--- config.mk ---
export PLATFORM = sky130hd
export DESIGN_NAME = ram_arbiter
export DESIGN_NICKNAME = d
export VERILOG_FILES = /design/src/rtl/ram_arbiter_pkg.sv /design/src/rtl/ram_arbiter_rr_arb2.sv /design/src/rtl/ram_arbiter.sv
export SDC_FILE = /design/constraint.sdc
export NUM_CORES = 1
export LEC_CHECK = 0
export CAP_MARGIN = 20
export CORE_AREA = 2 2 82 84
export DETAILED_ROUTE_END_ITERATION = 8
export DIE_AREA = 0 0 84 86
export PLACE_DENSITY_LB_ADDON = 0.05
export SYNTH_ARGS = -nofsm -noshare
export SYNTH_HDL_FRONTEND = slang
export SYNTH_HIERARCHICAL = 1
export SYNTH_SLANG_ARGS = --single-unit
--- constraint.sdc ---
create_clock -name clk -period 2.1 [get_ports clk]
set_input_delay 0.525 -clock clk [delete_from_list [all_inputs] [get_ports clk]]
set_output_delay 0.525 -clock clk [all_outputs]
set_load 0.02 [all_outputs]
--- src/rtl/ram_arbiter_pkg.sv ---
// ram_arbiter_pkg
//   Shared definitions for the RAM arbiter slice: default RAM geometry,
//   the requester index type and the tag that travels with each granted
//   access into the one-cycle response pipeline.
package ram_arbiter_pkg;

    localparam int DEPTH_DEF = 3584;   // implemented RAM words
    localparam int AW_DEF    = 12;     // word address width
    localparam int DW_DEF    = 32;     // data width

    // Requester index: 0 = primary (CPU), 1 = secondary (loader/DMA).
    typedef logic port_t;

    // Captured on every grant, consumed the following cycle.
    typedef struct packed {
        port_t port;       // which requester owns the response
        logic  was_read;   // reads produce rvalid, writes do not
        logic  oor;        // address was at or beyond the RAM depth
    } rsp_tag_t;

endpackage

--- src/rtl/ram_arbiter_rr_arb2.sv ---
// rr_arb2
//   Two-way round-robin arbiter. A lone requester is granted immediately;
//   under contention the port that was not granted most recently wins.
//   The "last granted" register only moves when a grant is issued, so a
//   request that is withdrawn before being served leaves no trace.
// Ports:
//   clk      - clock, rising edge
//   reset_b  - asynchronous active-low reset (last = port 1 so port 0
//              wins the first contention)
//   req[1:0] - request per port
//   gnt[1:0] - combinational one-hot (or zero) grant
module rr_arb2
    import ram_arbiter_pkg::*;
(
    input  logic       clk,
    input  logic       reset_b,
    input  logic [1:0] req,
    output logic [1:0] gnt
);

    port_t last_reg;

    always_comb begin
        gnt = 2'b00;
        case (req)
            2'b01:   gnt = 2'b01;
            2'b10:   gnt = 2'b10;
            2'b11:   gnt = (last_reg == 1'b1) ? 2'b01 : 2'b10;
            default: gnt = 2'b00;
        endcase
    end

    always_ff @(posedge clk or negedge reset_b) begin
        if (!reset_b) begin
            last_reg <= 1'b1;
        end else if (|gnt) begin
            last_reg <= gnt[1];
        end
    end

endmodule

--- src/rtl/ram_arbiter.sv ---
// ram_arbiter
//   Shares one single-port synchronous block RAM between a primary (p0)
//   and a secondary (p1) requester. One access is granted per cycle,
//   round-robin under contention. Read data returns one cycle after the
//   grant on the shared rdata bus, qualified by the owning port's rvalid.
//   Addresses at or above DEPTH are granted but never reach the RAM; a
//   read of such an address returns zero with err, a write yields a lone
//   err pulse the following cycle.
// Ports:
//   clk, reset_b                 - clock / asynchronous active-low reset
//   pN_req/rnw/addr/wdata        - request side of port N (held until gnt)
//   pN_gnt                       - combinational grant
//   pN_rvalid, pN_err            - response flags, one cycle after grant
//   rdata                        - shared read data
//   ram_cs/rnw/address/din       - combinational drive to the RAM
//   ram_dout                     - registered read data from the RAM
module ram_arbiter
    import ram_arbiter_pkg::*;
#(
    parameter int DEPTH = DEPTH_DEF,
    parameter int AW    = AW_DEF,
    parameter int DW    = DW_DEF
) (
    input  logic          clk,
    input  logic          reset_b,

    input  logic          p0_req,
    input  logic          p0_rnw,
    input  logic [AW-1:0] p0_addr,
    input  logic [DW-1:0] p0_wdata,
    output logic          p0_gnt,
    output logic          p0_rvalid,
    output logic          p0_err,

    input  logic          p1_req,
    input  logic          p1_rnw,
    input  logic [AW-1:0] p1_addr,
    input  logic [DW-1:0] p1_wdata,
    output logic          p1_gnt,
    output logic          p1_rvalid,
    output logic          p1_err,

    output logic [DW-1:0] rdata,

    output logic          ram_cs,
    output logic          ram_rnw,
    output logic [AW-1:0] ram_address,
    output logic [DW-1:0] ram_din,
    input  logic [DW-1:0] ram_dout
);

    // One extra bit so DEPTH == 2**AW still compares correctly.
    localparam logic [AW:0] DEPTH_EXT = (AW+1)'(DEPTH);

    logic [1:0] req_vec;
    logic [1:0] gnt_vec;
    logic [1:0] rvalid_vec;
    logic [1:0] err_vec;

    port_t      sel;
    logic       any_gnt;
    logic       in_range;
    logic       sel_rnw;

    logic       valid_reg;
    rsp_tag_t   tag_reg;

    assign req_vec = {p1_req, p0_req};

    rr_arb2 u_rr_arb2 (
        .clk     (clk),
        .reset_b (reset_b),
        .req     (req_vec),
        .gnt     (gnt_vec)
    );

    assign p0_gnt  = gnt_vec[0];
    assign p1_gnt  = gnt_vec[1];
    assign any_gnt = |gnt_vec;

    // With no grant the mux rests on port 0; only cs and rnw are forced idle.
    assign sel         = gnt_vec[1];
    assign sel_rnw     = (sel == 1'b1) ? p1_rnw   : p0_rnw;
    assign ram_address = (sel == 1'b1) ? p1_addr  : p0_addr;
    assign ram_din     = (sel == 1'b1) ? p1_wdata : p0_wdata;
    assign ram_rnw     = any_gnt ? sel_rnw : 1'b1;

    assign in_range = ({1'b0, ram_address} < DEPTH_EXT);
    assign ram_cs   = any_gnt & in_range;

    // Response pipeline: one tag per grant, cleared on idle cycles so a
    // response never repeats.
    always_ff @(posedge clk or negedge reset_b) begin
        if (!reset_b) begin
            valid_reg <= 1'b0;
            tag_reg   <= '0;
        end else if (any_gnt) begin
            valid_reg        <= 1'b1;
            tag_reg.port     <= sel;
            tag_reg.was_read <= sel_rnw;
            tag_reg.oor      <= ~in_range;
        end else begin
            valid_reg <= 1'b0;
            tag_reg   <= '0;
        end
    end

    // Out-of-range reads never touched the RAM, so its dout is stale.
    assign rdata = tag_reg.oor ? '0 : ram_dout;

    generate
        for (genvar gi = 0; gi < 2; gi++) begin : g_rsp
            assign rvalid_vec[gi] = valid_reg & tag_reg.was_read
                                    & (tag_reg.port == port_t'(gi));
            assign err_vec[gi]    = valid_reg & tag_reg.oor
                                    & (tag_reg.port == port_t'(gi));
        end
    endgenerate

    assign p0_rvalid = rvalid_vec[0];
    assign p1_rvalid = rvalid_vec[1];
    assign p0_err    = err_vec[0];
    assign p1_err    = err_vec[1];

endmodule

Word-level counts from Yosys, hierarchy flattened
Cells that the tools add are included.

Output and inout port bits: 84. Register bits: 5. Input port bits: 126. RAM bits: 0. Memories kept: 0. Bits in latches: 0. ROM bits: 0. Logic and storage cells: 28.

Add/sub/neg operators: 0. Shift operators: 0. $lt $le $gt $ge: 1. Reductions and logical operators: 1. Mux-type cells: 9. Divide/modulo/power cells: 0. Multipliers: 0. Bitwise operators: 9. Equality and inequality tests: 3.

Operators by type and width (count): $mux 32 (2); $lt 12x12->1 const B (1); $mux 12 (1); $and 1x1->1 (7); $pmux 2 s3 (1); $eq 2x2->1 const B (2); $mux 1 (3); $mux 3 (1); $eq 2x1->1 const B (1); $mux 2 (1); $not 1->1 (2); $reduce_or 2->1 (1).

Depth between registers and ports, before layout
Depth in word-level cells: 6. Depth in mapped cells: 5. Depth with buffers taken out: 4.

By module
Netlist, hierarchy kept.

By module, submodules not included: ram_arbiter (cells each 106, area each 1216.2 um2, times used 1); rr_arb2 (cells each 6, area each 55.1 um2, times used 1).

Worst setup path after synthesis
OpenSTA, ideal clock, no wires.

Kind: input to output. Start: input p1_req. End: output ram_rnw. Arrival time: 1923 ps. Cell stages on the path: 5. Setup slack: -348 ps. Buffers on the path: 2. Cell sequence: a21boi_0 buf_6 buf_12 nor3b_1 a21oi_1.

Cells in the longest elaborated chain, start to end: 4.

Ends and longest elaborated chain: start: declaration (RTL line ram_arbiter.sv:35) `input logic p1_req,`; $eq 2x2->1 or $eq 2x1->1 (tied branches) (RTL line ram_arbiter_rr_arb2.sv:25) `case (req)`; $pmux 2 s3 * (RTL line ram_arbiter_rr_arb2.sv:25); $mux 1 or $reduce_or 2->1 (tied branches) (RTL line ram_arbiter.sv:83, ram_arbiter.sv:79); $mux 1 * (RTL line ram_arbiter.sv:86) `assign ram_rnw = any_gnt ? sel_rnw : 1'b1;`; end: declaration (RTL line ram_arbiter.sv:46) `output logic ram_rnw,`.

Every way passes the cells marked *; elsewhere a longest branch is shown, timed or not.

Worst setup path after layout
Start: register u_rr_arb2.last_reg. End: output ram_cs.

Cells in the longest elaborated chain, start to end: 5.

Ends and longest elaborated chain: start: declaration (RTL line ram_arbiter_rr_arb2.sv:21) `port_t last_reg;`; start signal: assignment (RTL line ram_arbiter_rr_arb2.sv:37) `last_reg <= gnt[1];`; $mux 2 * (RTL line ram_arbiter_rr_arb2.sv:28) `2'b11: gnt = (last_reg == 1'b1) ? 2'b01 : 2'b10;`; $pmux 2 s3 * (RTL line ram_arbiter_rr_arb2.sv:25); $mux 12 (RTL line ram_arbiter.sv:84) `assign ram_address = (sel == 1'b1) ? p1_addr : p0_addr;`; $lt 12x12->1 (RTL line ram_arbiter.sv:88) `assign in_range = ({1'b0, ram_address} < DEPTH_EXT);`; $and 1x1->1 * (RTL line ram_arbiter.sv:89) `assign ram_cs = any_gnt & in_range;`; end: declaration (RTL line ram_arbiter.sv:45) `output logic ram_cs,`.

Marked as above.

==> impl_metrics.csv <==
group,metric,value,unit
clocking,clockRootBuffer,"clkbuf_8",
cells_and_area,layout-drive-gt1-share,37.6,%
cells_and_area,nFillCells,565,
timing,fin_crit,2.18,ns
power_and_ir_drop,ir_drop,0.184,mV
clocking,worstSkewPairLatency,0.23,ns
global_route,grt_remaining_overflow,0,
floorplan,coreArea,6280,sq um
synthesis,ys_ff_latch,5,
synthesis,avgSynthCellArea,11.4,sq um
critical_path,cp-start-kind,"flop",
timing,fin_worst_hold_slack,0.516,ns
clocking,path_clk_slew,0.04,ns
detailed_routing,drt_iter0_drc,16,
power_and_ir_drop,cellPowerDensity,361,nW/um^2
power_and_ir_drop,leakage,1.79,nW
critical_path,crit_arrival,1.66,ns
worst_hold_path,hold_path_class,"input port to asynchronous set/reset pin",
critical_path,required,1.57,ns
timing,drv_slew,0,
global_route,grt_start_max_net_pins,35,
global_route,grt_pass1_wl,8.49,mm
synthesis,synth_warnings,6,
timing,fin_skew,0.00196,ns
cells_and_area,final_cells,417,
place,port_buffers,209,
place,gp_congestion,0.817,
critical_path,worst-setup-path-type,"flop to output port",
power_and_ir_drop,p_total,1.36,mW
cells_and_area,diodes,0,
timing,setup_viol,43,
timing,hold_viol,0,
clocking,cts_tree,"yes",
cells_and_area,syn2layout_area_growth,196,%
synthesis,yosysTopAreaCellShare,52.0,%
clocking,clock-sinks,5,
detailed_routing,wl_per_cell,13.9,um
global_route,antenna_found_initial,0,
synthesis,synthCells,112,
timing,rsz0062_at_grt,"true",
cells_and_area,largest_reg_flops,3,
synthesis,yosys-top-cells-area,"mux2_4 52%, and2b_1 12%, buf_12 7.9%",
timing,fmax,0.459,GHz
synthesis,synth.distinct_cells,21,
run,max_cap_viol_count,0,
detailed_routing,route.detailed.vias_per_inst,4.03,
clocking,cts_buffers,3,
floorplan,die_w,84,um
synthesis,synthesis.area,1270,sq um
timing,setup_ws,-0.0800,ns
clocking,holdBufCountCts,0,
timing,max_slew.worst_pin.slew,0.251,ns
outcome,status,"complete, but fails checks",
detailed_routing,drt-total-wl,5.80,mm
critical_path,end_kind,"output port",
floorplan,dieArea,7220,sq um
detailed_routing,num_vias,1681,
global_route,grt_pass1_vias,1692,
clocking,cts_buffer_depth,2,
clocking,htreeDepth,1,
detailed_routing,drt_pass1_iterations,2,
synthesis,yosysTopAreaCell,"mux2_4",
place,dp_hpwl,4.61,mm
global_route,grt_usage,14.8,%
timing,fin_crit_sh,104,%
floorplan,ioPinCount,210,
detailed_routing,postRouteAntennaNets,0,
synthesis,syn_nets,238,
floorplan,rows,29,
critical_path,cp_max_fo,7,
outcome,violations,"setup timing",
cells_and_area,final_nets,467,
detailed_routing,drc,0,
floorplan,start_util,20.3,%
place,dpl.cell_count,398,
synthesis,ys_seq_area_share,9.94,%
timing,max_slew_margin,83.2,%
floorplan,die_h,86,um
## area by class of cell
type | instances | area (sq um) | area share (%)
repair buffers | 234 | 2440 | 64.9
multi-input cells | 94 | 1040 | 27.7
flip-flops and latches | 5 | 126 | 3.36
well taps | 77 | 96.3 | 2.56
clock buffers | 4 | 45.0 | 1.20
inverters | 3 | 11.3 | 0.299
## cells in the mapped netlist
cell type / count
and2b_1: 21
and3_1: 2
nor2b_1: 11
nand2b_1: 1
mux2_4: 44
a21boi_0: 1
o21ai_0: 2
dfstp_2: 1
nor3b_1: 1
nand4_1: 1
clkbuf_1: 4
nand2_1: 2
buf_12: 5
nand4b_1: 1
a21oi_1: 2
buf_6: 1
dfrtp_1: 4
and2_1: 1
inv_1: 3
and3b_1: 3
nor2_4: 1
## what timing repair did
| item | CTS | global route |
|---|---|---|
| cloned | 5 | 0 |
| endpoints found under the hold margin | 0 | 0 |
| setup buffers | 12 | 1 |
| setup endpoints to repair | 80 | 49 |
| gates resized for setup | 319 | 22 |
| pin swaps | 3 | 3 |
## power by group
part | internal (mW) | switching [mW] | leakage, nW
logic | 0.664 | 0.396 | 1.71
registers | 0.109 | 0.00691 | 0.0602
clock network | 0.131 | 0.0533 | 0.0228
## worst paths after layout
path                                           startpoint                             end  slack, ns  cells after the start
setup / recovery           u_rr_arb2/last_reg$_DFFE_PN1P_                          ram_cs      -0.08                      6
min in group clk                                   p1_req  u_rr_arb2/last_reg$_DFFE_PN1P_       0.55                      3
hold / removal                                    reset_b            tag_reg[2]$_DFF_PN0_       0.52                      1
setup reg to reg           u_rr_arb2/last_reg$_DFFE_PN1P_            tag_reg[0]$_DFF_PN0_       0.43                      8
max in group asynchronous                         reset_b  u_rr_arb2/last_reg$_DFFE_PN1P_       1.33                      1
hold reg to reg            u_rr_arb2/last_reg$_DFFE_PN1P_  u_rr_arb2/last_reg$_DFFE_PN1P_       0.65                      3
## worst max-delay path, stage by stage, from the launching register on
cell and delay, ns:
dfstp_2 0.54, a21boi_4 0.07, buf_6 0.13, buf_12 0.13, nand4b_1 0.20, and3b_1 0.22
buf_6 0.13
## metal layers
layer,track usage (%),vias up,share of wire [%],wire [um]
met5,0,-,0,0
met4,5.28,0,1.2,70
met3,4.72,6,10,578
met2,30.5,109,57,3280
met1,13.5,728,32,1870
li1,-,838,-,-
## cells in the final DEF, fill, tap and decap left out, drive strengths merged, types with 2 or more instances in the layout
| master | count |
|---|---|
| a21oi | 2 |
| and2b | 21 |
| and3 | 2 |
| and3b | 3 |
| buf | 73 |
| clkbuf | 4 |
| clkdlybuf4s50 | 126 |
| dfrtp | 4 |
| dlygate4sd2 | 33 |
| inv | 3 |
| mux2 | 44 |
| nand2 | 2 |
| nor2b | 11 |
| o21ai | 2 |
## metrics by stage
step | area [sq um] | setup WS (ns) | utilization [%] | TNS, ns
after CTS | 3740 | -0.148 | 59.5 | -4.25
after global placement | 3460 | -0.821 | 55.1 | -41.27
after detailed placement | 3460 | -0.822 | 55.1 | -41.15
after global routing | 3770 | -0.120 | 60.0 | -3.28
after floorplan | 1270 | 0.0179 | - | 0
final | 3770 | -0.0800 | 60.0 | -1.94
## cell families after synthesis
kind of cell,share of synthesized area (%)
mux,52.0
flops,9.94
buf+inv,10.8
simple gates,25.1
compound gates,2.17
(Power assumes the default switching activity.)
